**src/rtl/fft_frame_ctrl.sv**
```systemverilog
// Purpose : frame sequencer around the iterative fft core; loads N samples, waits for
//           fft_finish under a watchdog, snapshots the result bus and drains it as a stream.
// Latency : load port follows each accepted sample by 1 cycle; DRAIN starts 1 cycle after fft_finish.
// Backpr. : s_ready/m_valid decode the registered state only; the source stalls outside LOAD,
//           and the drain holds each word until m_ready.
//
// Ports:
//   clk, rst_n                  clock, async active-low reset
//   enable, flush               frame start permission (level), synchronous abort (highest priority)
//   s_valid/s_ready/s_data      sample input stream
//   fft_data_in/addr/insert     registered load port into the core
//   fft_data_out, fft_finish    parallel result bus (word k at [MSB*k +: MSB]) and completion
//   m_valid/m_ready/m_data      result stream, with m_last on the final word and m_index = bin
//   busy, frame_done, timeout   status: not idle, end-of-frame pulse, watchdog-abort pulse
//
// Build option: define FFT_FRAME_CTRL_BITREV_EN to emit bins in bit-reversed buffer order
// (the core's natural frequency order); m_index then carries the reversed index.

module fft_frame_ctrl #(
    parameter int N       = 16,
    parameter int MSB     = 16,
    parameter int TIMEOUT = 1024
) (
    input  logic                   clk,
    input  logic                   rst_n,
    input  logic                   enable,
    input  logic                   flush,
    input  logic                   s_valid,
    output logic                   s_ready,
    input  logic [MSB-1:0]         s_data,
    output logic [MSB-1:0]         fft_data_in,
    output logic [$clog2(N)-1:0]   fft_addr,
    output logic                   fft_insert_data,
    input  logic [MSB*N-1:0]       fft_data_out,
    input  logic                   fft_finish,
    output logic                   m_valid,
    input  logic                   m_ready,
    output logic [MSB-1:0]         m_data,
    output logic                   m_last,
    output logic [$clog2(N)-1:0]   m_index,
    output logic                   busy,
    output logic                   frame_done,
    output logic                   timeout
);

    localparam int AW = $clog2(N);
    localparam int WW = $clog2(TIMEOUT);
    localparam logic [AW-1:0] LAST_IDX = AW'(N - 1);
    localparam logic [WW-1:0] WD_LAST  = WW'(TIMEOUT - 1);

    typedef enum logic [1:0] {
        ST_IDLE  = 2'd0,
        ST_LOAD  = 2'd1,
        ST_WAIT  = 2'd2,
        ST_DRAIN = 2'd3
    } state_t;

    // ------------------------------------------------------------------
    // State and datapath registers
    // ------------------------------------------------------------------
    state_t            state_q,      state_d;
    logic [AW-1:0]     cnt_q,        cnt_d;        // load position
    logic [WW-1:0]     wcnt_q,       wcnt_d;       // watchdog cycles spent in WAIT
    logic [AW-1:0]     idx_q,        idx_d;        // drain position
    logic [MSB-1:0]    data_in_q,    data_in_d;
    logic [AW-1:0]     addr_q,       addr_d;
    logic              insert_q,     insert_d;
    logic              frame_done_q, frame_done_d;
    logic              timeout_q,    timeout_d;
    logic [MSB-1:0]    res_q [N];
    logic [MSB-1:0]    res_d [N];

    logic              s_hs;
    logic              m_hs;
    logic [AW-1:0]     sel_idx;

    // Handshakes only count in their own state; the ready/valid side is a pure state decode.
    assign s_hs = s_valid && (state_q == ST_LOAD);
    assign m_hs = m_ready && (state_q == ST_DRAIN);

`ifdef FFT_FRAME_CTRL_BITREV_EN
    function automatic logic [AW-1:0] bit_rev(input logic [AW-1:0] v);
        logic [AW-1:0] r;
        for (int b = 0; b < AW; b++) begin
            r[b] = v[AW-1-b];
        end
        return r;
    endfunction

    assign sel_idx = bit_rev(idx_q);
`else
    assign sel_idx = idx_q;
`endif

    // ------------------------------------------------------------------
    // Next-state logic
    // ------------------------------------------------------------------
    always_comb begin
        state_d      = state_q;
        cnt_d        = cnt_q;
        wcnt_d       = wcnt_q;
        idx_d        = idx_q;
        data_in_d    = data_in_q;
        addr_d       = addr_q;
        insert_d     = 1'b0;
        frame_done_d = 1'b0;
        timeout_d    = 1'b0;
        res_d        = res_q;

        if (flush) begin
            // Abort wins over everything, including a handshake in the same cycle.
            state_d = ST_IDLE;
            cnt_d   = '0;
            wcnt_d  = '0;
            idx_d   = '0;
        end else begin
            unique case (state_q)
                ST_IDLE: begin
                    if (enable) begin
                        state_d = ST_LOAD;
                        cnt_d   = '0;
                    end
                end

                ST_LOAD: begin
                    // Address/data hold between samples; only the insert strobe drops.
                    if (s_hs) begin
                        data_in_d = s_data;
                        addr_d    = cnt_q;
                        insert_d  = 1'b1;
                        cnt_d     = cnt_q + 1'b1;
                        if (cnt_q == LAST_IDX) begin
                            state_d = ST_WAIT;
                            cnt_d   = '0;
                            wcnt_d  = '0;
                        end
                    end
                end

                ST_WAIT: begin
                    // A finish in the watchdog's final cycle still completes the frame.
                    if (fft_finish) begin
                        for (int k = 0; k < N; k++) begin
                            res_d[k] = fft_data_out[MSB*k +: MSB];
                        end
                        state_d = ST_DRAIN;
                        idx_d   = '0;
                        wcnt_d  = '0;
                    end else if (wcnt_q == WD_LAST) begin
                        timeout_d = 1'b1;
                        state_d   = ST_IDLE;
                        wcnt_d    = '0;
                    end else begin
                        wcnt_d = wcnt_q + 1'b1;
                    end
                end

                ST_DRAIN: begin
                    if (m_hs) begin
                        idx_d = idx_q + 1'b1;
                        if (idx_q == LAST_IDX) begin
                            frame_done_d = 1'b1;
                            idx_d        = '0;
                            if (enable) begin
                                state_d = ST_LOAD;
                                cnt_d   = '0;
                            end else begin
                                state_d = ST_IDLE;
                            end
                        end
                    end
                end

                default: begin
                    state_d = ST_IDLE;
                end
            endcase
        end
    end

    // ------------------------------------------------------------------
    // Registers
    // ------------------------------------------------------------------
    always_ff @(posedge clk or negedge rst_n) begin
        if (!rst_n) begin
            state_q      <= ST_IDLE;
            cnt_q        <= '0;
            wcnt_q       <= '0;
            idx_q        <= '0;
            data_in_q    <= '0;
            addr_q       <= '0;
            insert_q     <= 1'b0;
            frame_done_q <= 1'b0;
            timeout_q    <= 1'b0;
            res_q        <= '{default: '0};
        end else begin
            state_q      <= state_d;
            cnt_q        <= cnt_d;
            wcnt_q       <= wcnt_d;
            idx_q        <= idx_d;
            data_in_q    <= data_in_d;
            addr_q       <= addr_d;
            insert_q     <= insert_d;
            frame_done_q <= frame_done_d;
            timeout_q    <= timeout_d;
            res_q        <= res_d;
        end
    end

    // ------------------------------------------------------------------
    // Outputs
    // ------------------------------------------------------------------
    assign s_ready         = (state_q == ST_LOAD);
    assign m_valid         = (state_q == ST_DRAIN);
    assign m_last          = (state_q == ST_DRAIN) && (idx_q == LAST_IDX);
    assign m_index         = sel_idx;
    assign m_data          = res_q[sel_idx];
    assign busy            = (state_q != ST_IDLE);
    assign frame_done      = frame_done_q;
    assign timeout         = timeout_q;
    assign fft_data_in     = data_in_q;
    assign fft_addr        = addr_q;
    assign fft_insert_data = insert_q;

endmodule

```
**config.mk**
```make
export PLATFORM = sky130hd
export DESIGN_NAME = fft_frame_ctrl
export DESIGN_NICKNAME = d
export VERILOG_FILES = /design/src/rtl/fft_frame_ctrl.sv
export SDC_FILE = /design/constraint.sdc
export NUM_CORES = 1
export LEC_CHECK = 0
export CORE_ASPECT_RATIO = 0.6
export CORE_MARGIN = 2
export CORE_UTILIZATION = 50
export CTS_CLUSTER_DIAMETER = 40
export CTS_CLUSTER_SIZE = 25
export DETAILED_ROUTE_END_ITERATION = 12
export MAX_ROUTING_LAYER = met4
export PLACE_DENSITY = 0.78
export REMOVE_ABC_BUFFERS = 1
export SYNTH_ARGS = -nofsm -noshare
export SYNTH_HDL_FRONTEND = slang
export SYNTH_SLANG_ARGS = --single-unit
```
**constraint.sdc**
```tcl
create_clock -name clk -period 2.76 [get_ports clk]
set_input_delay 0.414 -clock clk [delete_from_list [all_inputs] [get_ports clk]]
set_output_delay 0.414 -clock clk [all_outputs]
set_load 0.1 [all_outputs]
```
==> results of run 1 <==
## power by group through the flow
stage	Combinational (mW)	Sequential (mW)	Clock (mW)
2_1_floorplan	4.71	8.06	0
6_report	7.40	7.54	4.70
3_5_place_dp	7.27	7.58	0
3_3_place_gp	7.08	7.54	0
5_1_grt	7.83	7.76	5.00
4_1_cts	7.44	7.53	4.80
## cell usage in the layout (no fill, tap or decap), types with 6 or more instances in the layout
master / count
nand2_1: 74
diode_2: 7
clkbuf_16: 39
nor2_1: 8
mux4_2: 80
buf_4: 46
clkdlybuf4s50_1: 277
and3_1: 6
mux2_2: 258
buf_16: 8
o21ai_0: 16
dfrtp_1: 296
nand2b_1: 7
nand3_1: 7
inv_6: 6
buf_12: 34
a31oi_1: 7
ha_1: 7
## cell type report
cell class | count | area share [%]
Antenna cell | 7 | 0.0926
Clock buffer | 41 | 5.03
Clock inverter | 21 | 1.24
Inverter | 4 | 0.0794
Multi-Input combinational cell | 509 | 29.9
Sequential cell | 299 | 39.6
Tap cell | 360 | 2.38
Timing Repair Buffer | 370 | 21.7
## through the flow
stage / power, mW / hold WS [ns]
finish: 19.6 / 0.437
global route: 20.6 / 0.430
CTS: 19.8 / 0.415
detailed placement: 14.8 / 0.413
global placement: 14.6 / 0.405
floorplan: 12.8 / 0.118
## final timing paths
kind                                                    to  slack [ns]  depth (start not counted)
worst max-delay path                             m_data[0]       -0.17                          6
worst min-delay path                 res_q[53]$_DFFE_PN0P_        0.44                          2
worst max register to register      state_q[0]$_DFFE_PN0P_        0.40                         10
worst min register to register  fft_data_in[8]$_DFFE_PN0P_        0.48                          2
max in group asynchronous           res_q[222]$_DFFE_PN0P_        1.43                          4
min in group clk                fft_data_in[8]$_DFFE_PN0P_        0.44                          3
## sequential cells by signal, summed over array words and instances, names as in the netlist
name	count
fft_insert_data	1
frame_done	1
m_index	4
fft_data_in	16
fft_addr	4
timeout	1
cnt_q	4
wcnt_q	10
state_q	2
res_q	256
## routing by layer
metal | up-vias | part of all wire [%]
met5 | - | 0
met4 | 0 | 1.9
met3 | 55 | 7.3
met2 | 326 | 45
met1 | 4486 | 45
li1 | 3957 | -
## Yosys cell counts, drive strengths merged, types with 4 or more instances
cell and number:
buf 44, dfrtp 299, mux4 80, nand3 7, mux2 258, nand2b 7
a21oi 5, ha 8, o21ai 16, nor2 8, inv 4, nand2 74
a31oi 7, and3 6, nand4 4, clkbuf 11
## kinds of logic (layout without fill, tap and decap cells)
family,count (synthesis),after routing,share of synthesized area (%)
adder cells (fa/ha/maj),8,8,0.745
buffers and inverters,59,436,2.24
multiplexers,338,338,35.0
other,0,7,0
AND/OR/NAND/NOR,119,119,4.10
flip-flops,299,299,55.7
AO/OA/AOI/OAI,44,44,2.18
## repair_timing
| action | CTS | global route |
|---|---|---|
| setup endpoints to repair | 16 | 17 |
| hold buffers | 1 | 0 |
| pin swaps | 0 | 0 |
| hold endpoints to repair | 55 | 0 |
| buffers inserted | 8 | 0 |
| resized for setup | 10 | 1 |
| gates cloned | 6 | 2 |
==> impl_metrics.py, run 1 <==
metrics = {
    "run_status": {
        "status": "finished, violations left",
        "violations": "negative setup slack",
    },
    "synth": {
        "synth_edf_count": 0,
        "synth_area_per_cell_um2": 15.5,
        "ys_warn_count": 0,
        "syn_inst": 867,
        "synth-async-reset-ratio_pct": 100,
        "netlist_area_um2": 13400,
        "synthDominantCellAreaShare_pct": 55.7,
        "ys_types": 40,
        "yosysTopAreaCell": "dfrtp_1",
        "ys_seq_area_share_pct": 55.7,
        "ys.flop_type": "dfrtp_1",
        "synth-seq-cells": 299,
        "synthTopCellsByArea": "dfrtp_1 56%, mux2_2 22%, mux4_2 13%",
    },
    "clocking": {
        "tritoncts": "yes",
        "cts_max_path_buffers": 3,
        "clock_latency_ns": 0.52,
        "path_clk_slew_ns": 0.06,
        "cts.sinks": 299,
        "root_buffer": "clkbuf_16",
        "htreeDepth": 2,
        "numCtsBuffers": 34,
    },
    "pwr": {
        "p_sw_share_pct": 34.1,
        "clkPwrFrac_pct": 23.9,
        "seqPwrFrac_pct": 38.4,
        "power_per_cell_area_nw_per_um2": 1040,
        "switching_power_mw": 6.70,
        "p_leak_nw": 8.19,
        "power_frac_comb_pct": 37.7,
        "internal-power_mw": 12.9,
        "peakVddDrop_mv": 0.723,
    },
    "worst_setup_path": {
        "critPathMaxFanout": 5,
        "crit_family": "multiplexers",
        "slowest_stage": "mux4_2",
        "crit_buf_inv": 4,
        "critPathCaptureType": "output pin",
        "required_ns": 2.35,
        "critical_path_class": "register to output pin",
        "crit_start": "m_index[0]$_DFFE_PN0P_",
        "path_cells": "buf_6, buf_12, buf_16, mux4_2, mux4_2, buf_12",
        "start_kind": "register",
        "reg2reg_from": "m_index[0]$_DFFE_PN0P_",
        "cpPeakStageDelay_ns": 0.51,
        "arrival_ns": 2.52,
    },
    "finish": {
        "area.growth.synth_to_final_pct": 40.8,
        "seq_area_um2": 7490,
        "final_cells": 1611,
        "nets": 1505,
        "multi_input_area_um2": 5660,
        "utilization_pct": 71.6,
        "layout-drive-gt1-share_pct": 40.0,
        "nFillCells": 1724,
        "postLayoutCellArea_um2": 18900,
    },
    "grt": {
        "use_met2_pct": 38.3,
        "grt_pass1_vias": 9046,
        "track_usage_pct": 25.7,
        "overflow": 0,
        "use_met1_pct": 35.5,
        "grt_pass1_wl_um": 53200,
        "global_route.peak_usage_layer": "met2",
        "grt_use_met3_pct": 7.18,
        "antenna_found_initial": 7,
        "grt_start_max_net_pins": 88,
    },
    "die": {
        "rows": 46,
        "die_y_um": 131,
        "coreArea_um2": 26400,
        "die_area_um2": 28200,
        "die_w_um": 216,
        "io_pins": 326,
        "initial_core_util_pct": 50.9,
    },
    "sta": {
        "fin_ws_ns": -0.173,
        "period_share_pct": 106,
        "tns_ns": -2.46,
        "final-setup-viol-count": 16,
        "tightest_slew_ns": 0.686,
        "min_period_ns": 2.93,
        "hold_viol": 0,
        "finalClockSkew_ns": 0.0238,
        "timing.slew.headroom_pct": 54.3,
        "grt_setup_unrepaired": "true",
        "max_freq_ghz": 0.341,
        "slew_viol_final": 0,
    },
    "placed_design": {
        "dp.cells": 1525,
        "gp_congestion": 0.846,
        "io_buffers": 325,
        "dp_hpwl_um": 23800,
        "placed_area_um2": 17400,
        "pre_cts_slack_ns": 0.329,
    },
    "route": {
        "drc": 0,
        "viasPerCell": 5.48,
        "totalWireLength_um": 35000,
        "antenna_left": 0,
        "dr.pass1.iters": 5,
        "drt_iter0_markers": 734,
        "num_vias": 8824,
        "wire_per_inst_um": 21.7,
    },
    "hold_path": {
        "hp-class": "primary input to async pin",
    },
    "run": {
        "cap_viol_max_count": 0,
    },
}
Power figures use the tool's default switching activity.
==> run 2, diff against run 1 <==
- HOLD_SLACK_MARGIN: unset -> 0.03
==> results of run 2 <==
No change in the layout: final DEF, timing and power equal those of run 1.
